==> config.mk <==
export PLATFORM = sky130hd
export DESIGN_NAME = clk_wiz_0
export DESIGN_NICKNAME = d
export VERILOG_FILES = /design/src/rtl/clk_wiz_0.sv
export SDC_FILE = /design/constraint.sdc
export NUM_CORES = 1
export LEC_CHECK = 0
export BUFFER_PORTS_ARGS = -buffer_cell sky130_fd_sc_hd__buf_4
export CORE_MARGIN = 3
export CORE_UTILIZATION = 32
export CTS_CLUSTER_SIZE = 40
export DETAILED_ROUTE_END_ITERATION = 6
export GPL_TIMING_DRIVEN = 0
export PLACE_DENSITY_LB_ADDON = 0.15
export SLEW_MARGIN = 20
export SYNTH_ARGS = -nofsm -noshare
export SYNTH_HDL_FRONTEND = slang
export SYNTH_SLANG_ARGS = --single-unit
export TNS_END_PERCENT = 20
==> constraint.sdc <==
create_clock -name clk_in1 -period 1.6 [get_ports clk_in1]
set_input_delay 0.08 -clock clk_in1 [delete_from_list [all_inputs] [get_ports clk_in1]]
set_output_delay 0.08 -clock clk_in1 [all_outputs]
set_load 0.02 [all_outputs]
==> src/rtl/clk_wiz_0.sv <==
// rtl/clk_wiz_0.sv - lock-gated integer clock divider producing wb_clk and clk_100ns
module clk_wiz_0 #(
    parameter int WB_DIV      = 18,
    parameter int SLOW_DIV    = 10,
    parameter int LOCK_CYCLES = 64
) (
    input  logic clk_in1,
    input  logic reset,
    output logic wb_clk,
    output logic clk_100ns,
    output logic locked
);

    // Out-of-range parameters stop elaboration.
    if (WB_DIV < 2 || WB_DIV > 256) begin : g_bad_wb_div
        $error("clk_wiz_0: WB_DIV out of range 2..256");
    end
    if (SLOW_DIV < 2 || SLOW_DIV > 256) begin : g_bad_slow_div
        $error("clk_wiz_0: SLOW_DIV out of range 2..256");
    end
    if (LOCK_CYCLES < 4 || LOCK_CYCLES > 65535) begin : g_bad_lock
        $error("clk_wiz_0: LOCK_CYCLES out of range 4..65535");
    end

    // Two synchronizer edges precede the first counted edge, so the counter
    // value seen on the locking edge is LOCK_CYCLES-3.
    localparam logic [15:0] LOCK_LAST = 16'(LOCK_CYCLES - 3);
    localparam logic [7:0]  WB_LAST   = 8'(WB_DIV - 1);
    localparam logic [7:0]  WB_HIGH   = 8'(WB_DIV / 2);
    localparam logic [7:0]  SL_LAST   = 8'(SLOW_DIV - 1);
    localparam logic [7:0]  SL_HIGH   = 8'(SLOW_DIV / 2);

    logic [1:0]  r_sync;
    logic [15:0] r_lock_cnt;
    logic        r_locked;
    logic [7:0]  r_wb_cnt;
    logic [7:0]  r_sl_cnt;
    logic        r_wb_clk;
    logic        r_sl_clk;
    logic        w_rst_ok;

    assign w_rst_ok  = r_sync[1];
    assign wb_clk    = r_wb_clk;
    assign clk_100ns = r_sl_clk;
    assign locked    = r_locked;

    // Reset release synchronizer; assertion clears it asynchronously.
    always_ff @(posedge clk_in1 or negedge reset) begin
        if (!reset) begin
            r_sync <= 2'b00;
        end else begin
            r_sync <= {r_sync[0], 1'b1};
        end
    end

    // Lock counter: counts once released, freezes when locked is set.
    always_ff @(posedge clk_in1 or negedge reset) begin
        if (!reset) begin
            r_lock_cnt <= 16'd0;
            r_locked   <= 1'b0;
        end else if (w_rst_ok && !r_locked) begin
            r_lock_cnt <= r_lock_cnt + 16'd1;
            if (r_lock_cnt == LOCK_LAST) begin
                r_locked <= 1'b1;
            end
        end
    end

    // wb_clk divider: counter holds the phase of the cycle being entered.
    always_ff @(posedge clk_in1 or negedge reset) begin
        if (!reset) begin
            r_wb_cnt <= 8'd0;
            r_wb_clk <= 1'b0;
        end else if (!r_locked) begin
            r_wb_cnt <= 8'd0;
            r_wb_clk <= 1'b0;
        end else begin
            r_wb_clk <= (r_wb_cnt < WB_HIGH);
            r_wb_cnt <= (r_wb_cnt == WB_LAST) ? 8'd0 : r_wb_cnt + 8'd1;
        end
    end

    // clk_100ns divider: same scheme, so both outputs rise on the same edge.
    always_ff @(posedge clk_in1 or negedge reset) begin
        if (!reset) begin
            r_sl_cnt <= 8'd0;
            r_sl_clk <= 1'b0;
        end else if (!r_locked) begin
            r_sl_cnt <= 8'd0;
            r_sl_clk <= 1'b0;
        end else begin
            r_sl_clk <= (r_sl_cnt < SL_HIGH);
            r_sl_cnt <= (r_sl_cnt == SL_LAST) ? 8'd0 : r_sl_cnt + 8'd1;
        end
    end

endmodule

Yosys cells after proc, flatten, opt, wreduce, memory -nomap -nowiden. Cells that the tools add are included.

Output and inout bits: 3. Bits of input ports: 2. Logic and storage cells: 24. Register bits after elaboration: 37.

Magnitude comparators: 2. Reductions and logical operators: 3. Add/subtract/negate cells: 3. Eq/ne operators: 3. Mux-type cells: 6.

Operators with widths (number): $mux 8 (4); $add 16x1->16 const B (1); $add 8x1->8 const B (2); $eq 16x6->1 const B (1); $eq 8x4->1 const B (1); $eq 8x5->1 const B (1); $lt 8x3->1 const B (1); $lt 8x4->1 const B (1); $mux 1 (2); $reduce_and 2->1 (1); $logic_and 1x1->1 (1); $logic_not 1->1 (1).

Depth between registers and ports, before layout. Gate-level depths: netlist of the first run.

Depth in word-level cells: 3. Depth in mapped cells: 6. Depth with buffers taken out: 6.

Least setup slack after synthesis of the first run. No wires, ideal clock.

Kind: register -> register. Start point: register r_sl_cnt[4]. End point: register r_sl_cnt[2]. Setup slack: 130 ps. Library setup time: 119 ps. Clock period less this slack: 1470 ps. Buffers on the path: 0. Arrival time: 1352 ps. Stages on the path, launching flop included: 5. Data required time: 1481 ps. Path through: dfrtp_1 > or4_4 > nor3b_2 > a21bo_2 > nor2_1.

Cells in the longest elaborated chain, start to end: 3.

RTL lines: start, declared (RTL line 37) `logic [7:0] r_sl_cnt;`; start signal, assigned (RTL line 93) `r_sl_cnt <= (r_sl_cnt == SL_LAST) ? 8'd0 : r_sl_cnt + 8'd1;`; $eq 8x4->1 (RTL line 93); $mux 8 (RTL line 93); $mux 8 (RTL line 88) `end else if (!r_locked) begin`.

No other way between the ends. A chain may end at the register's enable or synchronous reset.

Final worst setup path of the first run.
Start point: register r_sl_cnt[5]. End point: register r_sl_cnt[5].

Cells in the longest elaborated chain, start to end: 3. Elaborated cells between the ends (all ways): 4. Those cells by class: 1 x add/sub; 1 x eq/ne; 2 x mux.

RTL lines (RTL line): $add 8x1->8 / $eq 8x4->1 (equally long branches) (93); $mux 8 * (93); $mux 8 * (88).

Mark *: on every way between the ends. The rest lies on a longest branch, timed or not.

==> flow_summary_export.csv, run 1 <==
group,metric,value,unit
run_status,status,"completed",
global_routing,grt_pass1_vias,1167,
floorplan,fp.dieW,79.4,um
logic_synthesis,yosys_warnings,0,
flow_run,maxCapViolations,0,
sta,fin_skew,0.0154,ns
layout,final_cell_mix,"dfrtp_1, nor2_1, xnor2_1, nand3_1, inv_1",
clock_tree,cts_buffers,5,
worst_setup_path,cp-end-kind,"flip-flop",
clock_tree,cts-htree-levels,2,
sta,period_needed,1.56,ns
layout,seq_area,926,sq um
route,antenna_left,0,
logic_synthesis,synth_seq_cells,37,
sta,hold_viol,0,
power,ir_drop,427,uV
logic_synthesis,netlist_area,1720,sq um
layout,fin_nets,180,
placed_design,placed_cell_area,1840,sq um
clock_tree,cts.clk_slew.worst_paths,0.09,ns
floorplan,core,5170,sq um
layout,drive_above_1_share,0.117,
route,dr.pass1.iters,4,
floorplan,ios,5,
route,post_drt_via_cell_ratio,4.59,
logic_synthesis,synth_fp_nets,168,
worst_setup_path,arrival,1.74,ns
floorplan,rows,26,
global_routing,grt_pass1_wl,5.27,mm
layout,finalInstanceArea,2010,sq um
worst_setup_path,reg2regPathDepth,4,
worst_setup_path,critPathKind,"reg -> reg",
global_routing,grtUsageTotal,0.106,
power,p_leak,0.899,nW
floorplan,dieArea,6300,sq um
placed_design,dpl.hpwl,1.97,mm
layout,area_growth,16.8,%
sta,finalCritPeriodShare,0.972,
clock_tree,postCtsSetupBuffers,0,
logic_synthesis,synthDistinctLibCells,31,
logic_synthesis,syn_inst,158,
sta,setup_viol,0,
clock_tree,cts_root_buffer,"clkbuf_8",
worst_setup_path,worstPathMaxFanout,6,
route,drc_errors,0,
global_routing,grt_start_max_net_pins,38,
worst_setup_path,regToRegSetupSlack,0.04,ns
power,power,2.43,mW
route,num_vias,1107,
floorplan,dieHeight,79.4,um
worst_setup_path,worstReg2RegEnd,"r_sl_cnt[5]",
placed_design,gp_congestion,0.761,
layout,antenna_cells,0,
layout,multi_input_area,776,sq um
hold_path,hold_path_class,"in -> async",
clock_tree,cts_tree,"yes",
power,powerDensity,1200,nW/um^2
worst_setup_path,cp-start-kind,"flip-flop",
layout,fill_cells,503,
layout,instances_no_fill,241,
global_routing,gr-total-overflow,0,
clock_tree,clk_latency,0.30,ns
worst_setup_path,crit_required,1.78,ns
layout,layout_commonest_cell,"dfrtp_1",
clock_tree,cts_max_path_buffers,2,
worst_setup_path,crit_path_start,"r_sl_cnt[5]",
global_routing,antenna_found_initial,0,
placed_design,placedCellCount,232,
placed_design,port_buffers,4,
logic_synthesis,avgSynthCellArea,10.9,sq um
sta,slew_viol_final,0,
sta,rsz0062_at_grt,"true",
clock_tree,clock-sinks,37,
sta,fmax,643,MHz
route,wl,2.83,mm
worst_setup_path,reg2reg_from,"r_sl_cnt[5]",
route,wl_per_cell,11.7,um
route,drtIter0Drc,71,
floorplan,start_util,0.333,
logic_synthesis,synth-seq-area-share,0.537,
[metal layers]
| metal | global-route usage | wire length (um) |
|---|---|---|
| met5 | 0 | 0 |
| met4 | 0.0412 | 53 |
| met3 | 0.0372 | 90 |
| met2 | 0.172 | 1300 |
| met1 | 0.129 | 1380 |
[worst max-delay path by stage]
stage,to,slack [ns],cells after the start
finish,r_sl_cnt[5],0.04,4
global route,r_sl_cnt[5],-0.02,4
CTS,r_sl_cnt[5],0.009,4
detailed placement,r_wb_cnt[5],-0.18,5
global placement,r_wb_cnt[6],-0.14,5
floorplan,r_sl_cnt[2],0.13,4
[per-stage QoR]
stage,hold WS [ns],setup WS (ns),util,setup TNS (ns)
3_3_place_gp,0.0636,-0.139,0.356,-0.759
5_1_grt,0.319,-0.0184,0.389,-0.0383
6_report,0.276,0.0445,0.389,0
2_1_floorplan,-0.216,0.130,-,0
4_1_cts,0.286,0.00937,0.386,0
3_5_place_dp,0.0721,-0.184,0.356,-0.954
[cell families after synthesis]
logic type / share of synthesized area
buffers and inverters: 0.0268
adder cells (fa/ha/maj): 0.0581
XOR/XNOR: 0.132
AO/OA/AOI/OAI: 0.0269
other: 0.00217
flip-flops: 0.537
AND/OR/NAND/NOR: 0.217
[synth_stat cells, drive strengths merged]
cell type,number,share of area
o21a,1,0.0044
and3,3,0.012
nor3,2,0.0058
xor2,9,0.046
o21ai,2,0.0058
inv,10,0.022
a41o,1,0.0058
ha,8,0.058
dfrtp,37,0.54
and4b,1,0.0058
nor4b,3,0.015
conb,1,0.0022
nand2,8,0.017
nor2b,2,0.0073
nand2b,1,0.0036
and4,2,0.010
nand4,5,0.018
and2,3,0.011
clkbuf,1,0.0022
o41ai,1,0.0051
xnor2,17,0.086
nor2,20,0.044
buf,1,0.0029
nor4,3,0.015
nand3b,1,0.0044
nand3,12,0.035
or4,1,0.0065
nor3b,1,0.0073
a21bo,1,0.0058
[worst max-delay path: stages, from the launching register on]
cell and delay, ns:
dfrtp_1 0.42, or4_4 0.54, nor3b_2 0.19, a21bo_2 0.22, nor2_1 0.07
[timing repair]
item                                    4_1_cts  5_1_grt
hold buffers                                  1        0
endpoints found under the setup margin        6       13
pin swaps                                     0        4
hold endpoints to repair                     37        0
resized for setup                             1        2
[power by group]
part	internal, mW	switching, mW
registers	1.04	0.103
clock network	0.628	0.348
logic	0.150	0.161
total	1.81	0.613
[final cells by class]
| type | count | share of cell area |
|---|---|---|
| plain buffers | 2 | 0.00435 |
| clock buffers | 5 | 0.0342 |
| clock inverters | 3 | 0.0342 |
| inverters | 10 | 0.0186 |
| multi-input cells | 109 | 0.385 |
| flip-flops and latches | 37 | 0.460 |
| well taps | 70 | 0.0435 |
| repair buffers | 5 | 0.0199 |
[sequential cells by signal (all words and copies together) (netlist names)]
signal and flops:
r_lock_cnt 16, r_sl_cnt 8, r_wb_cnt 8, r_sync 2
clk_100ns 1, locked 1, wb_clk 1
(Power assumes the default switching activity.)
==> run 2, diff against run 1 <==
--- a/config.mk
+++ b/config.mk
@@ -6,12 +6,14 @@
 export NUM_CORES = 1
 export LEC_CHECK = 0
 export BUFFER_PORTS_ARGS = -buffer_cell sky130_fd_sc_hd__buf_4
+export CAP_MARGIN = 20
 export CORE_MARGIN = 3
 export CORE_UTILIZATION = 32
 export CTS_CLUSTER_SIZE = 40
 export DETAILED_ROUTE_END_ITERATION = 6
 export GPL_TIMING_DRIVEN = 0
 export PLACE_DENSITY_LB_ADDON = 0.15
+export RECOVER_POWER = 100
 export SLEW_MARGIN = 20
 export SYNTH_ARGS = -nofsm -noshare
 export SYNTH_HDL_FRONTEND = slang
==> run 2 against run 1 <==
Net effect: count of clock-buffer cells in the layout stayed put; total power is 0.66% lower; combinational power is 4% lower; non-clock buffer count stayed put; clock skew is 0.0022 ns lower; die area stayed put.
==> flow_summary_export.csv, run 2 (synthesis gave the netlist of run 1 again) <==
group,metric,value,unit
route,post_drt_via_cell_ratio,4.59,
sta,totalNegativeSetupSlack,0,ns
route,dr.pass1.iters,4,
worst_setup_path,critPathTopFamily,"simple AND/OR/NAND/NOR gates",
global_routing,grt_pass1_wl,5.27,mm
layout,fill_cells,509,
layout,drive_above_1_share,0.0994,
sta,period_needed,1.56,ns
clock_tree,clk_latency,0.29,ns
flow_run,maxCapViolations,0,
route,drtIter0Drc,73,
placed_design,dpl.hpwl,1.97,mm
layout,fin_nets,180,
hold_path,hold_path_class,"reg -> reg",
route,num_vias,1106,
sta,fin_skew,0.0132,ns
layout,top_regs,"r_lock_cnt: 16 flops, r_sl_cnt: 8 flops, r_wb_cnt: 8 flops",
power,p_leak,0.883,nW
sta,hold_viol,0,
run_status,status,"completed",
global_routing,grt_pass1_vias,1167,
layout,layout_commonest_cell,"dfrtp_1",
floorplan,dieArea,6300,sq um
floorplan,core,5170,sq um
sta,slew_viol_final,0,
layout,top_register,"r_lock_cnt",
worst_setup_path,cp-start-kind,"flip-flop",
worst_setup_path,cp-end-kind,"flip-flop",
global_routing,antenna_found_initial,0,
sta,worst_pin_slew,0.905,ns
sta,fmax,643,MHz
placed_design,port_buffers,4,
layout,antenna_cells,0,
sta,finalCritPeriodShare,0.972,
worst_setup_path,crit_buf_inv,0,
clock_tree,cts_root_buffer,"clkbuf_8",
worst_setup_path,crit_chain,"or4_4 -> nor3b_2 -> a21bo_2 -> nor2_1",
floorplan,start_util,0.333,
worst_setup_path,worstPathMaxFanout,6,
clock_tree,cts_max_path_buffers,2,
route,antenna_left,0,
sta,layout_setup_ws,0.0445,ns
floorplan,ios,5,
placed_design,pre_cts_ws,-0.184,ns
placed_design,gp_congestion,0.761,
clock_tree,cts-htree-levels,2,
sta,setup_viol,0,
clock_tree,cts.clk_slew.worst_paths,0.07,ns
clock_tree,postCtsSetupBuffers,0,
layout,area_growth,16.0,%
route,wl,2.82,mm
power,ir_drop,426,uV
clock_tree,clock-sinks,37,
worst_setup_path,critPathKind,"reg -> reg",
global_routing,gr-total-overflow,0,
worst_setup_path,crit_required,1.78,ns
sta,rsz0062_at_grt,"true",
worst_setup_path,slowest_delay,0.54,ns
floorplan,fp.dieW,79.4,um
route,wl_per_cell,11.7,um
worst_setup_path,slowest_stage,"or4_4",
global_routing,grtUsageTotal,0.106,
sta,relSlewSlack,0.397,
power,powerDensity,1210,nW/um^2
route,drc_errors,0,
clock_tree,cts_buffers,5,
floorplan,dieHeight,79.4,um
worst_setup_path,arrival,1.74,ns
floorplan,rows,26,
clock_tree,cts_tree,"yes",
layout,largest_reg_flops,16,
global_routing,grt_start_max_net_pins,38,
layout,final_cell_mix,"dfrtp_1, nor2_1, xnor2_1, nand3_1, inv_1",
[run 2: changes by cell type in the layout (fill, tap and decap cells not counted)]
cell and change:
clkbuf_2 +1, buf_4 -4, and2_1 -2, clkbuf_1 +3, and2_0 +2
[run 2: report_power, final]
| group | leakage [nW] | internal, mW | total (mW) | switching [mW] |
|---|---|---|---|---|
| Combinational | 0.313 | 0.139 | 0.299 | 0.161 |
| Clock | 0.0687 | 0.627 | 0.972 | 0.345 |
| Sequential | 0.501 | 1.04 | 1.14 | 0.102 |
[run 2: final timing paths]
| kind | to | start | slack [ns] | cells past startpoint |
|---|---|---|---|---|
| min reg2reg | r_sync[1] | r_sync[0] | 0.35 | 0 |
| min in group asynchronous | r_wb_cnt[4] | reset | 0.44 | 2 |
| min | r_sync[1] | r_sync[0] | 0.35 | 0 |
| max in group asynchronous | r_lock_cnt[9] | reset | 0.59 | 2 |
| max | r_sl_cnt[5] | r_sl_cnt[5] | 0.04 | 4 |
| max reg2reg | r_sl_cnt[5] | r_sl_cnt[5] | 0.04 | 4 |
[run 2: cell type report]
cell class                      instances  area [sq um]  share of cell area
Inverter                               10          37.5              0.0188
Multi-Input combinational cell        109           776               0.388
Clock inverter                          3          68.8              0.0344
Tap cell                               70          87.6              0.0438
Buffer                                  2          8.76             0.00438
Sequential cell                        37           926               0.463
Clock buffer                            5          68.8              0.0344
Timing Repair Buffer                    5          26.3              0.0131
[run 2: routing by layer]
layer	GRT usage	vias up	part of all wire
li1	-	553	-
met1	0.129	536	0.49
met2	0.172	11	0.46
met3	0.0372	6	0.033
met4	0.0412	0	0.019
met5	0	-	0
[run 2: timing repair]
action,CTS,global route
resized for setup,1,2
pin swaps,0,4
hold buffers,1,0
gates cloned,0,0
hold endpoints to repair,37,0
setup endpoints to repair,6,13
[run 2: metrics by stage]
stage | cell area [sq um] | total power [mW] | util | hold WS, ns | cells
floorplan | 1720 | 1.35 | - | -0.216 | 158
global placement | 1840 | 1.46 | 0.356 | 0.0636 | 232
detailed placement | 1840 | 1.47 | 0.356 | 0.0721 | 232
CTS | 2000 | 2.46 | 0.386 | 0.286 | 241
global route | 2000 | 2.56 | 0.387 | 0.359 | 241
finish | 2000 | 2.41 | 0.387 | 0.352 | 241
==> run 3, diff against run 2 <==
--- a/config.mk
+++ b/config.mk
@@ -5,6 +5,7 @@
 export SDC_FILE = /design/constraint.sdc
 export NUM_CORES = 1
 export LEC_CHECK = 0
+export ABC_AREA = 1
 export BUFFER_PORTS_ARGS = -buffer_cell sky130_fd_sc_hd__buf_4
 export CAP_MARGIN = 20
 export CORE_MARGIN = 3
@@ -14,6 +15,7 @@
 export GPL_TIMING_DRIVEN = 0
 export PLACE_DENSITY_LB_ADDON = 0.15
 export RECOVER_POWER = 100
+export SETUP_SLACK_MARGIN = 0.2
 export SLEW_MARGIN = 20
 export SYNTH_ARGS = -nofsm -noshare
 export SYNTH_HDL_FRONTEND = slang
==> constraint.sdc (replaced) <==
create_clock -name clk_in1 -period 1.6 [get_ports clk_in1]
set_input_delay 0.32 -clock clk_in1 [delete_from_list [all_inputs] [get_ports clk_in1]]
set_output_delay 0.32 -clock clk_in1 [all_outputs]
set_load 0.02 [all_outputs]
==> run 3 against run 2 <==
Net effect: first-iteration DRC count rose by 11%; worst setup slack better by 0.18 ns; die area up 8.6%; via count increased by 21%; sequential share of layout area shrank 1.5 points; critical path depth increased by 4; critical path type unchanged; critical endpoint is now r_lock_cnt[11].
==> flow_summary_export.csv, run 3 <==
group,metric,value,unit
run_status,status,"completed",
placed_design,placedCellCount,299,
route,dr.pass1.iters,4,
layout,final_cell_mix,"nand2_1, dfrtp_1, inv_1, nor2_1, nand3_1",
logic_synthesis,synthFlopType,"dfrtp_1",
worst_setup_path,reg2regPathDepth,8,
power,p_leak,0.924,nW
placed_design,gp_congestion,0.753,
hold_path,hold_path_class,"in -> async",
logic_synthesis,synth_seq_cells,37,
clock_tree,postCtsSetupBuffers,0,
sta,slew_viol_final,0,
sta,relSlewSlack,0.397,
logic_synthesis,netlist.area_leader.share,0.491,
clock_tree,cts_buffers,5,
logic_synthesis,ys_top_cells_by_area,"dfrtp_1, nand2_1, inv_1, nor2_1, ha_1",
sta,hold_viol,0,
worst_setup_path,regToRegSetupSlack,0.23,ns
logic_synthesis,synth_fp_nets,233,
flow_run,maxCapViolations,0,
floorplan,core,5610,sq um
sta,fmax,729,MHz
route,drc_errors,0,
logic_synthesis,synthTopCellsByCount,"nand2_1, dfrtp_1, inv_1, nor2_1",
global_routing,grt_pass1_vias,1266,
floorplan,dieHeight,82.7,um
global_routing,gr-total-overflow,0,
layout,final_util,0.368,
sta,fin_skew,0.00792,ns
layout,top_regs,"r_lock_cnt: 16 flops, r_sl_cnt: 8 flops, r_wb_cnt: 8 flops",
layout,multi_input_area,808,sq um
clock_tree,cts_tree,"yes",
placed_design,pre_cts_ws,0.252,ns
layout,area_growth,9.63,%
logic_synthesis,synth-seq-area-share,0.491,
logic_synthesis,async_reset_ff_frac,1.00,
logic_synthesis,synth_edf_count,0,
worst_setup_path,worstPathMaxFanout,5,
layout,top_register,"r_lock_cnt",
route,num_vias,1333,
sta,worst_pin_slew,0.904,ns
layout,fill_cells,603,
logic_synthesis,syn_inst,223,
global_routing,grt_start_max_net_pins,38,
placed_design,port_buffers,4,
global_routing,antenna_found_initial,0,
worst_setup_path,cp-end-kind,"flip-flop",
layout,layout_commonest_cell,"nand2_1",
logic_synthesis,synth_area_leader_cell,"dfrtp_1",
clock_tree,cts_root_buffer,"clkbuf_8",
logic_synthesis,yosys_warnings,0,
route,wl,3.31,mm
sta,layout_setup_ws,0.228,ns
route,drtIter0Drc,81,
worst_setup_path,worstReg2RegEnd,"r_lock_cnt[11]",
route,antenna_left,0,
placed_design,dpl.hpwl,2.43,mm
route,post_drt_via_cell_ratio,4.34,
floorplan,rows,27,
logic_synthesis,netlist_area,1880,sq um
logic_synthesis,avgSynthCellArea,8.45,sq um
global_routing,grtUsageTotal,0.111,
power,ir_drop,357,uV
route,wl_per_cell,10.8,um
floorplan,fp.dieW,82.7,um
floorplan,start_util,0.336,
clock_tree,cts.clk_slew.worst_paths,0.08,ns
sta,totalNegativeSetupSlack,0,ns
floorplan,ios,5,
floorplan,dieArea,6850,sq um
layout,largest_reg_flops,16,
worst_setup_path,cp-start-kind,"flip-flop",
layout,antenna_cells,0,
logic_synthesis,synth.most_common_cell,"nand2_1",
worst_setup_path,crit_required,1.78,ns
clock_tree,clock-sinks,37,
clock_tree,cts-htree-levels,2,
power,powerDensity,1020,nW/um^2
sta,setup_viol,0,
layout,instances_no_fill,307,
worst_setup_path,critPathKind,"reg -> reg",
logic_synthesis,synthDistinctLibCells,22,
sta,finalCritPeriodShare,0.857,
worst_setup_path,arrival,1.55,ns
clock_tree,clk_latency,0.29,ns
layout,drive_above_1_share,0.0809,
sta,rsz0062_at_grt,"true",
global_routing,grt_pass1_wl,5.64,mm
sta,period_needed,1.37,ns
worst_setup_path,reg2reg_from,"locked",
layout,fin_nets,244,
clock_tree,cts_max_path_buffers,2,
layout,seq_area,926,sq um
-- run 3: cell types whose count changed in the layout (fill, tap and decap cells not counted), moves of 4 or more --
cell	previous run	this run
nor3_1	1	5
inv_1	10	36
o21ai_0	2	8
xnor2_1	17	5
nand4_1	5	9
nor2_2	0	5
nand2_1	8	44
nor2_1	20	31
-- run 3: logic make-up (layout without fill, tap and decap cells) --
| family | Yosys count | count (layout) | synth area share |
|---|---|---|---|
| AOI/OAI and AO/OA | 10 | 10 | 0.0266 |
| xor gates and xnor gates | 16 | 16 | 0.0744 |
| other | 1 | 1 | 0.00199 |
| DFF | 37 | 37 | 0.491 |
| adders and majority gates | 8 | 8 | 0.0531 |
| buffers and inverters | 38 | 50 | 0.0757 |
| and+or+nand+nor | 113 | 113 | 0.277 |
-- run 3: where the power goes --
group,internal (mW),switching (mW)
Sequential,1.03,0.0930
Clock,0.302,0.327
Combinational,0.128,0.228
-- run 3: timing repair --
item	4_1_cts	5_1_grt
gates resized for setup	0	1
hold buffers	0	0
setup endpoints to repair	0	9
-- run 3: layer usage --
| layer | up-vias | global-route usage | share of wire |
|---|---|---|---|
| met5 | - | 0 | 0 |
| met4 | 0 | 0.0588 | 0.018 |
| met3 | 4 | 0.0228 | 0.023 |
| met2 | 13 | 0.163 | 0.41 |
| met1 | 605 | 0.152 | 0.55 |
| li1 | 711 | - | - |
-- run 3: worst max-delay path, stage by stage (launching register included) --
cell and delay [ns]:
dfrtp_1 0.42, inv_1 0.18, nand2_2 0.13, nor2_4 0.14, nand2_2 0.07, nor2_1 0.16, nand2_1 0.07, nand2_1 0.06
nand2_1 0.04
-- run 3: per-stage QoR --
stage | total power, mW | hold slack [ns] | instance area (sq um)
after floorplan | 1.41 | 0.0244 | 1880
after CTS | 2.17 | 0.00479 | 2090
final | 2.11 | 0.148 | 2070
after global routing | 2.26 | 0.241 | 2070
after detailed placement | 1.53 | 0.323 | 2000
after global placement | 1.52 | 0.319 | 2000
-- run 3: worst max path at each step --
stage                startpoint             end  slack, ns  cells after the start
CTS                 r_wb_cnt[1]     r_wb_cnt[2]       0.23                      5
global route             locked  r_lock_cnt[11]       0.07                      8
finish                   locked  r_lock_cnt[11]       0.23                      8
global placement    r_wb_cnt[1]     r_wb_cnt[4]       0.27                      5
detailed placement  r_wb_cnt[1]     r_wb_cnt[2]       0.25                      5
floorplan                locked  r_lock_cnt[11]       0.41                      8
-- run 3: cell type report --
cell class | count | share of cell area
timing repair buffer | 4 | 0.00787
sequential | 37 | 0.448
multi-input combinational | 148 | 0.391
inverter | 37 | 0.0672
clock inverter | 2 | 0.00485
buffer | 1 | 0.00182
clock buffer | 6 | 0.0351
tap | 72 | 0.0436
